--- src/rtl/ingress_fifo_pkg.sv ---
// rtl/ingress_fifo_pkg.sv - shared widths and types for the ingress buffer
package ingress_fifo_pkg;
  localparam int INGRESS_DATA_W       = 8;
  localparam int INGRESS_DEPTH        = 16;
  localparam int INGRESS_AFULL_THRESH = 12;
  localparam int INGRESS_CNT_W        = $clog2(INGRESS_DEPTH) + 1;

  typedef logic [INGRESS_DATA_W-1:0] ingress_data_t;
  typedef logic [INGRESS_CNT_W-1:0]  ingress_cnt_t;
endpackage

--- src/rtl/ingress_fifo_if.sv ---
// rtl/ingress_fifo_if.sv - upstream and downstream valid/ready stream pair
interface ingress_fifo_if
  import ingress_fifo_pkg::*;
#(
  parameter int DATA_W = INGRESS_DATA_W
);
  logic              in_valid;
  logic              in_ready;
  logic [DATA_W-1:0] in_data;
  logic              out_valid;
  logic              out_ready;
  logic [DATA_W-1:0] out_data;

  modport master (
    output in_valid, in_data, out_ready,
    input  in_ready, out_valid, out_data
  );

  modport slave (
    input  in_valid, in_data, out_ready,
    output in_ready, out_valid, out_data
  );
endinterface

--- src/rtl/ingress_fifo_mem.sv ---
// rtl/ingress_fifo_mem.sv - register array, synchronous write, asynchronous read
module fifo_mem #(
  parameter int DATA_W = 8,
  parameter int DEPTH  = 16
) (
  input  logic                     clk,
  input  logic                     i_we,
  input  logic [$clog2(DEPTH)-1:0] i_waddr,
  input  logic [DATA_W-1:0]        i_wdata,
  input  logic [$clog2(DEPTH)-1:0] i_raddr,
  output logic [DATA_W-1:0]        o_rdata
);
  logic [DATA_W-1:0] r_mem [DEPTH];

  always_ff @(posedge clk) begin
    if (i_we) begin
      r_mem[i_waddr] <= i_wdata;
    end
  end

  assign o_rdata = r_mem[i_raddr];
endmodule

--- src/rtl/ingress_fifo.sv ---
// rtl/ingress_fifo.sv - FWFT ingress buffer with registered handshakes and status
module ingress_fifo
  import ingress_fifo_pkg::*;
#(
  parameter int DATA_W       = INGRESS_DATA_W,
  parameter int DEPTH        = INGRESS_DEPTH,
  parameter int AFULL_THRESH = INGRESS_AFULL_THRESH
) (
  input  logic                   clk,
  input  logic                   rst,
  input  logic                   flush,
  ingress_fifo_if.slave          s_if,
  output logic [$clog2(DEPTH):0] count,
  output logic                   almost_full,
  output logic                   overflow_seen
);
  localparam int AW = $clog2(DEPTH);
  localparam int CW = AW + 1;

  logic [AW-1:0]     r_wr_ptr;
  logic [AW-1:0]     r_rd_ptr;
  logic [CW-1:0]     r_count;
  logic [CW-1:0]     w_count_nxt;
  logic              r_in_ready;
  logic              r_out_valid;
  logic              r_afull;
  logic              r_ovf;
  logic [4:0]        r_ovf_cnt;
  logic [4:0]        w_ovf_cnt_nxt;
  logic              w_push;
  logic              w_pop;
  logic [DATA_W-1:0] w_rdata;

  // flush wins over any handshake in the same cycle
  assign w_push = s_if.in_valid && r_in_ready && !flush;
  assign w_pop  = r_out_valid && s_if.out_ready && !flush;

  always_comb begin
    w_count_nxt = r_count;
    if (flush) begin
      w_count_nxt = '0;
    end else if (w_push && !w_pop) begin
      w_count_nxt = r_count + CW'(1);
    end else if (w_pop && !w_push) begin
      w_count_nxt = r_count - CW'(1);
    end
  end

  always_comb begin
    w_ovf_cnt_nxt = '0;
    if (s_if.in_valid && !r_in_ready) begin
      w_ovf_cnt_nxt = (r_ovf_cnt == 5'd31) ? r_ovf_cnt : r_ovf_cnt + 5'd1;
    end
  end

  always_ff @(posedge clk or posedge rst) begin
    if (rst) begin
      r_wr_ptr    <= '0;
      r_rd_ptr    <= '0;
      r_count     <= '0;
      r_in_ready  <= 1'b0;
      r_out_valid <= 1'b0;
      r_afull     <= 1'b0;
      r_ovf_cnt   <= '0;
      r_ovf       <= 1'b0;
    end else begin
      r_count     <= w_count_nxt;
      r_in_ready  <= (w_count_nxt != CW'(DEPTH));
      r_out_valid <= (w_count_nxt != '0);
      r_afull     <= (w_count_nxt >= CW'(AFULL_THRESH));
      if (flush) begin
        r_wr_ptr <= '0;
        r_rd_ptr <= '0;
      end else begin
        if (w_push) r_wr_ptr <= r_wr_ptr + AW'(1);
        if (w_pop)  r_rd_ptr <= r_rd_ptr + AW'(1);
      end
      r_ovf_cnt <= w_ovf_cnt_nxt;
      if (w_ovf_cnt_nxt >= 5'd16) r_ovf <= 1'b1;
    end
  end

  // Asynchronous read of mem[rd_ptr] already reflects a word written into an
  // empty FIFO at the previous edge, so no separate bypass register is needed.
  fifo_mem #(
    .DATA_W (DATA_W),
    .DEPTH  (DEPTH)
  ) u_mem (
    .clk     (clk),
    .i_we    (w_push),
    .i_waddr (r_wr_ptr),
    .i_wdata (s_if.in_data),
    .i_raddr (r_rd_ptr),
    .o_rdata (w_rdata)
  );

  assign s_if.in_ready  = r_in_ready;
  assign s_if.out_valid = r_out_valid;
  assign s_if.out_data  = w_rdata;
  assign count          = r_count;
  assign almost_full    = r_afull;
  assign overflow_seen  = r_ovf;
endmodule

--- src/flat_wrapper.sv ---
// flat-port wrapper written by rule: the top's interface ports become plain ports
module ingress_fifo_flat import ingress_fifo_pkg::*;
#(
  parameter int DATA_W       = INGRESS_DATA_W,
  parameter int DEPTH        = INGRESS_DEPTH,
  parameter int AFULL_THRESH = INGRESS_AFULL_THRESH
)
  (clk, rst, flush, count, almost_full, overflow_seen, s_if_in_valid, s_if_in_data, s_if_out_ready, s_if_in_ready, s_if_out_valid, s_if_out_data);
  ingress_fifo_if #(.DATA_W(DATA_W)) s_if_i ();
  input  logic clk;
  input  logic rst;
  input  logic flush;
  output logic [$clog2(DEPTH):0] count;
  output logic almost_full;
  output logic overflow_seen;
  input wire logic [$bits(s_if_i.in_valid)-1:0] s_if_in_valid;
  input wire logic [$bits(s_if_i.in_data)-1:0] s_if_in_data;
  input wire logic [$bits(s_if_i.out_ready)-1:0] s_if_out_ready;
  output wire logic [$bits(s_if_i.in_ready)-1:0] s_if_in_ready;
  output wire logic [$bits(s_if_i.out_valid)-1:0] s_if_out_valid;
  output wire logic [$bits(s_if_i.out_data)-1:0] s_if_out_data;
  assign s_if_i.in_valid = s_if_in_valid;
  assign s_if_i.in_data = s_if_in_data;
  assign s_if_i.out_ready = s_if_out_ready;
  assign s_if_in_ready = s_if_i.in_ready;
  assign s_if_out_valid = s_if_i.out_valid;
  assign s_if_out_data = s_if_i.out_data;
  ingress_fifo #(.DATA_W(DATA_W), .DEPTH(DEPTH), .AFULL_THRESH(AFULL_THRESH)) u_core (.clk(clk), .rst(rst), .flush(flush), .s_if(s_if_i), .count(count), .almost_full(almost_full), .overflow_seen(overflow_seen));
endmodule
--- config.mk ---
export PLATFORM = sky130hd
export DESIGN_NAME = ingress_fifo_flat
export DESIGN_NICKNAME = d
export VERILOG_FILES = /design/src/rtl/ingress_fifo_pkg.sv /design/src/rtl/ingress_fifo_if.sv /design/src/rtl/ingress_fifo_mem.sv /design/src/rtl/ingress_fifo.sv /design/src/flat_wrapper.sv
export SDC_FILE = /design/constraint.sdc
export NUM_CORES = 1
export LEC_CHECK = 0
export CORE_MARGIN = 2
export CORE_UTILIZATION = 64
export CTS_CLUSTER_SIZE = 8
export DETAILED_ROUTE_END_ITERATION = 6
export PLACE_DENSITY = 0.84
export SYNTH_ARGS = -nofsm -noshare
export SYNTH_HDL_FRONTEND = slang
export SYNTH_SLANG_ARGS = --single-unit
--- constraint.sdc ---
create_clock -name clk -period 5.9 [get_ports clk]
set_clock_uncertainty 0.05 [all_clocks]
set_input_delay 0.885 -clock clk [delete_from_list [all_inputs] [get_ports clk]]
set_output_delay 0.885 -clock clk [all_outputs]
set_load 0.01 [all_outputs]
== Word level (Yosys, flattened, before mapping) ==
Memories as Yosys holds them, arrays and structs flattened.
Index checks and enable logic that the tools add are counted.
Cells by class
  equal/unequal tests: 2
  reduce and logical (&&, ||, !) cells: 14
  $lt $le $gt $ge: 2
  add/subtract/negate cells: 5
  muxes and demuxes: 11
Operators with widths (number)
  5-bit 2-to-1 mux: 5
  4-bit 2-to-1 mux: 4
  5-bit by 1-bit adder with 5-bit output, second input constant: 2
  4-bit by 1-bit adder with 4-bit output, second input constant: 2
  1-bit logical AND: 7
  5-bit equality test, second input constant: 1
  5-bit by 4-bit greater-or-equal comparator with 1-bit output, second input constant: 1
  5-bit greater-or-equal comparator, second input constant: 1
  5-bit inequality test, second input constant: 1
  5-bit nonzero test: 1
  5-bit by 1-bit subtractor with 5-bit output, second input constant: 1
  1-bit zero test: 4
  2-bit nonzero test: 2
  1-bit 2-to-1 mux: 2
Storage, ports and cells
  RAM bits: 128
  output and inout port bits: 17
  register bits after elaboration: 22
  memories: 1
  input bits: 13
  word-level logic and storage cells: 43
Memory list
  u_core.u_mem.r_mem: words 16, bits a word 8, rd ports 1, clocked after Yosys merged registers in 0, wr ports 1, line ingress_fifo_mem.sv:13  | logic [DATA_W-1:0] r_mem [DEPTH];

== Depth between registers and ports, before layout ==
  depth in word-level cells: 8
  mapped depth: 7
  mapped depth without buffers: 7

== Cells and area by module ==
From an unflattened synthesis, not the netlist that was laid out.
Unflattened totals
  cell total of the unflattened synthesis: 336
  area total of the unflattened synthesis: 6134.6 µm²
By module, submodules not included
  fifo_mem: area an instance 4987.3 µm², times used 1, seq. area each 3843.7 µm², cells each 221
  ingress_fifo: area an instance 1147.4 µm², times used 1, seq. area each 550.5 µm², cells each 115

== Least setup slack after synthesis ==
Ideal clock, no wire load.
  path kind: register to output
  start point: register u_core.r_rd_ptr[1]
  end point: output port s_if_out_data[7]
  data arrival time: 1.675 ns
  cell stages (with the launch flop): 5
  data required time: 4.965 ns
  buffers on the path: 2
  path slack: 3.290 ns
  path through: dfrtp_1 > clkbuf_1 > clkbuf_1 > mux4_2 > mux4_2
On the way
  cells in the longest elaborated chain, start to end: 1
Ends and longest elaborated chain
  from (decl): line ingress_fifo.sv:21  | logic [AW-1:0] r_rd_ptr;
  from (signal assigned): line ingress_fifo.sv:76  | if (w_pop) r_rd_ptr <= r_rd_ptr + AW'(1);
  memory 16 x 8 bit
  to (decl): line flat_wrapper.sv:21  | output wire logic [$bits(s_if_i.out_data)-1:0] s_if_out_data;
No other way between the ends.

== Worst setup path in the final report ==
  start point: register u_core.r_rd_ptr[0]
  end point: output port s_if_out_data[1]
Same word-level chain as after synthesis.

==> flow_summary.json <==
{
  "result_of_the_run": "completed",
  "p_per_area_nw_per_um2": 360,
  "fin_crit_sh_pct": 78.7,
  "grt_remaining_overflow": 0,
  "cts-root-to-sink-buffers": 2,
  "power.switching_uw": 629,
  "syn-instance-count": 324,
  "synth.net_count": 345,
  "start_util_pct": 66.7,
  "cts_tree": "done",
  "reg2reg_depth": 4,
  "post_drt_via_cell_ratio": 6.29,
  "yosys_warnings": 0,
  "cts-buffers-inserted": 17,
  "avgRoutedWirePerCell_um": 25.3,
  "syn_area_um2": 6220,
  "synth.yosys.seq_area_share_pct": 70.7,
  "yosysUniqueCellTypes": 33,
  "reg2reg_slack_ps": 3640,
  "cts.hold.buffers_added": 0,
  "drc": 0,
  "pwr-share-clk_pct": 37.6,
  "timing.final.setup_violations": 0,
  "final_tns_setup_ps": 0,
  "startpoint": "u_core.r_rd_ptr[0]$_DFFE_PP0P_",
  "maxSlewHeadroom_pct": 15.6,
  "htree_num_levels": 4,
  "worst_ir_drop_vdd_mv": 0.209,
  "clock_sinks": 150,
  "worst_setup_path_start_kind": "flop",
  "numPortBuffers": 29,
  "final.fill_count": 505,
  "postCtsSetupRepairBufs": 0,
  "gr-usage-all-layers_pct": 26.4,
  "worstSetupEndpointType": "output port",
  "path_max_fanout": 23,
  "cp_data_required_time_ps": 4970,
  "leakagePower_nw": 2.42,
  "cp_arrival_ps": 3710,
  "placement_rows": 35,
  "clk_pin_slew_ps": 60,
  "regToRegStartpoint": "u_core.s_if.in_ready$_DFF_PP0_",
  "fp.dieW_um": 103,
  "pins_over_their_slew_limit": 0,
  "worst_slew_pin_slew_ps": 1270,
  "final.hold.worst_slack_ps": 432,
  "clock_tree.root_cell": "clkbuf_8",
  "combPwrFrac_pct": 14.3,
  "grt_setup_unrepaired": "no",
  "boundaryPins": 30,
  "place.detailed.hpwl_mm": 7.17,
  "global_route_wire_length_before_repair_mm": 18.8,
  "chipHeight_um": 103,
  "drv.max_cap_violation_count": 0,
  "avgSynthCellArea_um2": 19.2,
  "hold_path.class": "flop to flop",
  "postCtsResizedCells": 0,
  "dr_total_vias": 3147,
  "p_int_mw": 1.93,
  "clk_latency_ps": 510,
  "switching_share_pct": 24.5,
  "core-area_um2": 9330,
  "report.final.hold_viol_count": 0,
  "area_delta_synth_final_pct": 14.6,
  "drt_pre_antenna_iters": 5,
  "die-area_um2": 10500,
  "grt_antenna_before_repair": 0,
  "drtAntennaViolNets": 0,
  "rr_endpoint": "u_core.u_mem.r_mem[9][1]$_DFFE_PP_",
  "number_of_global_route_vias_before_repair": 3184,
  "endpoint": "s_if_out_data[1]",
  "maxClockFrequency_ghz": 0.215,
  "drt_iter0_drc": 287,
  "yosys_register_bits": 150,
  "seq_power_share_pct": 48.0,
  "layout-drive-gt1-share_pct": 11.1,
  "antenna_cells": 0,
  "grt_max_degree": 34,
  "final_net_count": 379,
  "worstHoldStart": "u_core.overflow_seen$_DFFE_PP0P_",
  "drt-total-wl_mm": 12.6,
  "gpl.final_weighted_congestion": 0.822,
  "fin_crit_ps": 4640,
  "timing_worst_setup_path_type": "flop to output port"
}
==> critical path, cell delays in order (launching register included) <==
cell and delay (ps):
dfrtp_1 1190, buf_4 420, mux4_1 630, mux4_2 470
clkdlybuf4s50_1 490
==> per-stage QoR <==
| stage | total power [mW] | util, % | area (um^2) | instances | worst slack [ps] |
|---|---|---|---|---|---|
| floorplan | 1.49 | - | 6220 | 324 | 3290 |
| global placement | 1.59 | 70.7 | 6590 | 468 | 1950 |
| detailed placement | 1.61 | 70.7 | 6590 | 468 | 1850 |
| CTS | 2.57 | 76.4 | 7120 | 500 | 1260 |
| global route | 2.64 | 76.4 | 7120 | 500 | 1160 |
| finish | 2.56 | 76.4 | 7120 | 500 | 1260 |
==> area by class of cell <==
class / instances / area [um^2] / area share (%)
well taps: 129 / 161 / 2.27
repair buffers: 31 / 305 / 4.29
multi-input cells: 151 / 1710 / 24.0
clock inverters: 14 / 113 / 1.58
clock buffers: 18 / 418 / 5.87
flip-flops and latches: 150 / 4390 / 61.7
inverters: 7 / 26.3 / 0.369
==> per-layer routing <==
layer	vias up	global-route usage, %	part of all wire (%)
met3	24	6.64	5.9
met5	-	0	0
met4	0	9.64	2.1
met1	1596	34.6	40
met2	155	43.7	52
li1	1372	-	-
==> cells by family (layout without fill, tap and decap cells) <==
kind of cell	after synthesis	in the layout	share of synthesized area, %
adders and majority gates	8	8	1.61
xor gates and xnor gates	11	11	1.55
muxes	43	43	16.8
and+or+nand+nor	74	74	5.84
AOI/OAI and AO/OA	15	15	1.59
DFF	150	150	70.7
buffers and inverters	23	70	1.97
==> how the worst min path moves through the flow <==
stage                                       end  depth (start not counted)
4_1_cts        u_core.overflow_seen$_DFFE_PP0P_                          1
3_3_place_gp   u_core.overflow_seen$_DFFE_PP0P_                          1
5_1_grt        u_core.overflow_seen$_DFFE_PP0P_                          1
6_report       u_core.overflow_seen$_DFFE_PP0P_                          1
2_1_floorplan     u_core.r_ovf_cnt[4]$_DFF_PP0_                          2
3_5_place_dp   u_core.overflow_seen$_DFFE_PP0P_                          1
==> synth_stat cells <==
master | count | area share (%)
edfxtp_1 | 128 | 62
mux4_1 | 30 | 13
dfrtp_1 | 22 | 8.9
nor2_1 | 21 | 1.3
and2_1 | 15 | 1.5
nand2_1 | 12 | 0.72
mux4_2 | 10 | 3.6
clkbuf_1 | 8 | 0.48
ha_1 | 8 | 1.6
inv_1 | 7 | 0.42
nand3_1 | 7 | 0.56
nor3_1 | 7 | 0.56
xor2_1 | 6 | 0.85
a21oi_1 | 5 | 0.40
xnor2_1 | 5 | 0.70
a211oi_1 | 3 | 0.36
buf_6 | 3 | 0.54
mux2i_1 | 3 | 0.48
nand2b_1 | 3 | 0.30
nand4_1 | 3 | 0.30
nor2b_1 | 3 | 0.30
a31oi_1 | 2 | 0.20
buf_1 | 2 | 0.12
buf_2 | 2 | 0.16
a221oi_1 | 1 | 0.14
a2bb2oi_1 | 1 | 0.14
a41oi_1 | 1 | 0.14
and3_1 | 1 | 0.10
buf_8 | 1 | 0.24
nor4_1 | 1 | 0.10
o21ai_0 | 1 | 0.080
o31ai_1 | 1 | 0.12
or2_2 | 1 | 0.10
==> cells in the final DEF (no fill, tap or decap), drive strengths merged, types with 2 or more instances in the layout <==
master and n:
clkinvlp 6, xor2 6, nand2 12, nor2 21, dfrtp 22, nand4 3, inv 7, a21oi 5
xnor2 5, a211oi 3, mux4 40, clkbuf 18, a31oi 2, and2 15, edfxtp 128, nand3 7
clkdlybuf4s50 29, clkinv 7, nor2b 3, mux2i 3, ha 8, nor3 7, buf 2, nand2b 3
==> power by group through the flow <==
stage	Clock (mW)	Sequential, mW	Combinational [mW]
global placement	0	1.25	0.346
floorplan	0	1.23	0.262
CTS	0.972	1.23	0.367
detailed placement	0	1.25	0.356
global route	1.01	1.24	0.393
finish	0.965	1.23	0.367
==> registers in the layout (all words and copies together), names as in the netlist <==
signal                 flops
u_core.almost_full         1
u_core.r_rd_ptr            4
u_core.overflow_seen       1
u_core.count               5
u_core.u_mem.r_mem       128
u_core.r_wr_ptr            4
u_core.s_if.out_valid      1
u_core.r_ovf_cnt           5
u_core.s_if.in_ready       1
Note: power is estimated with default switching activity, not from simulation.
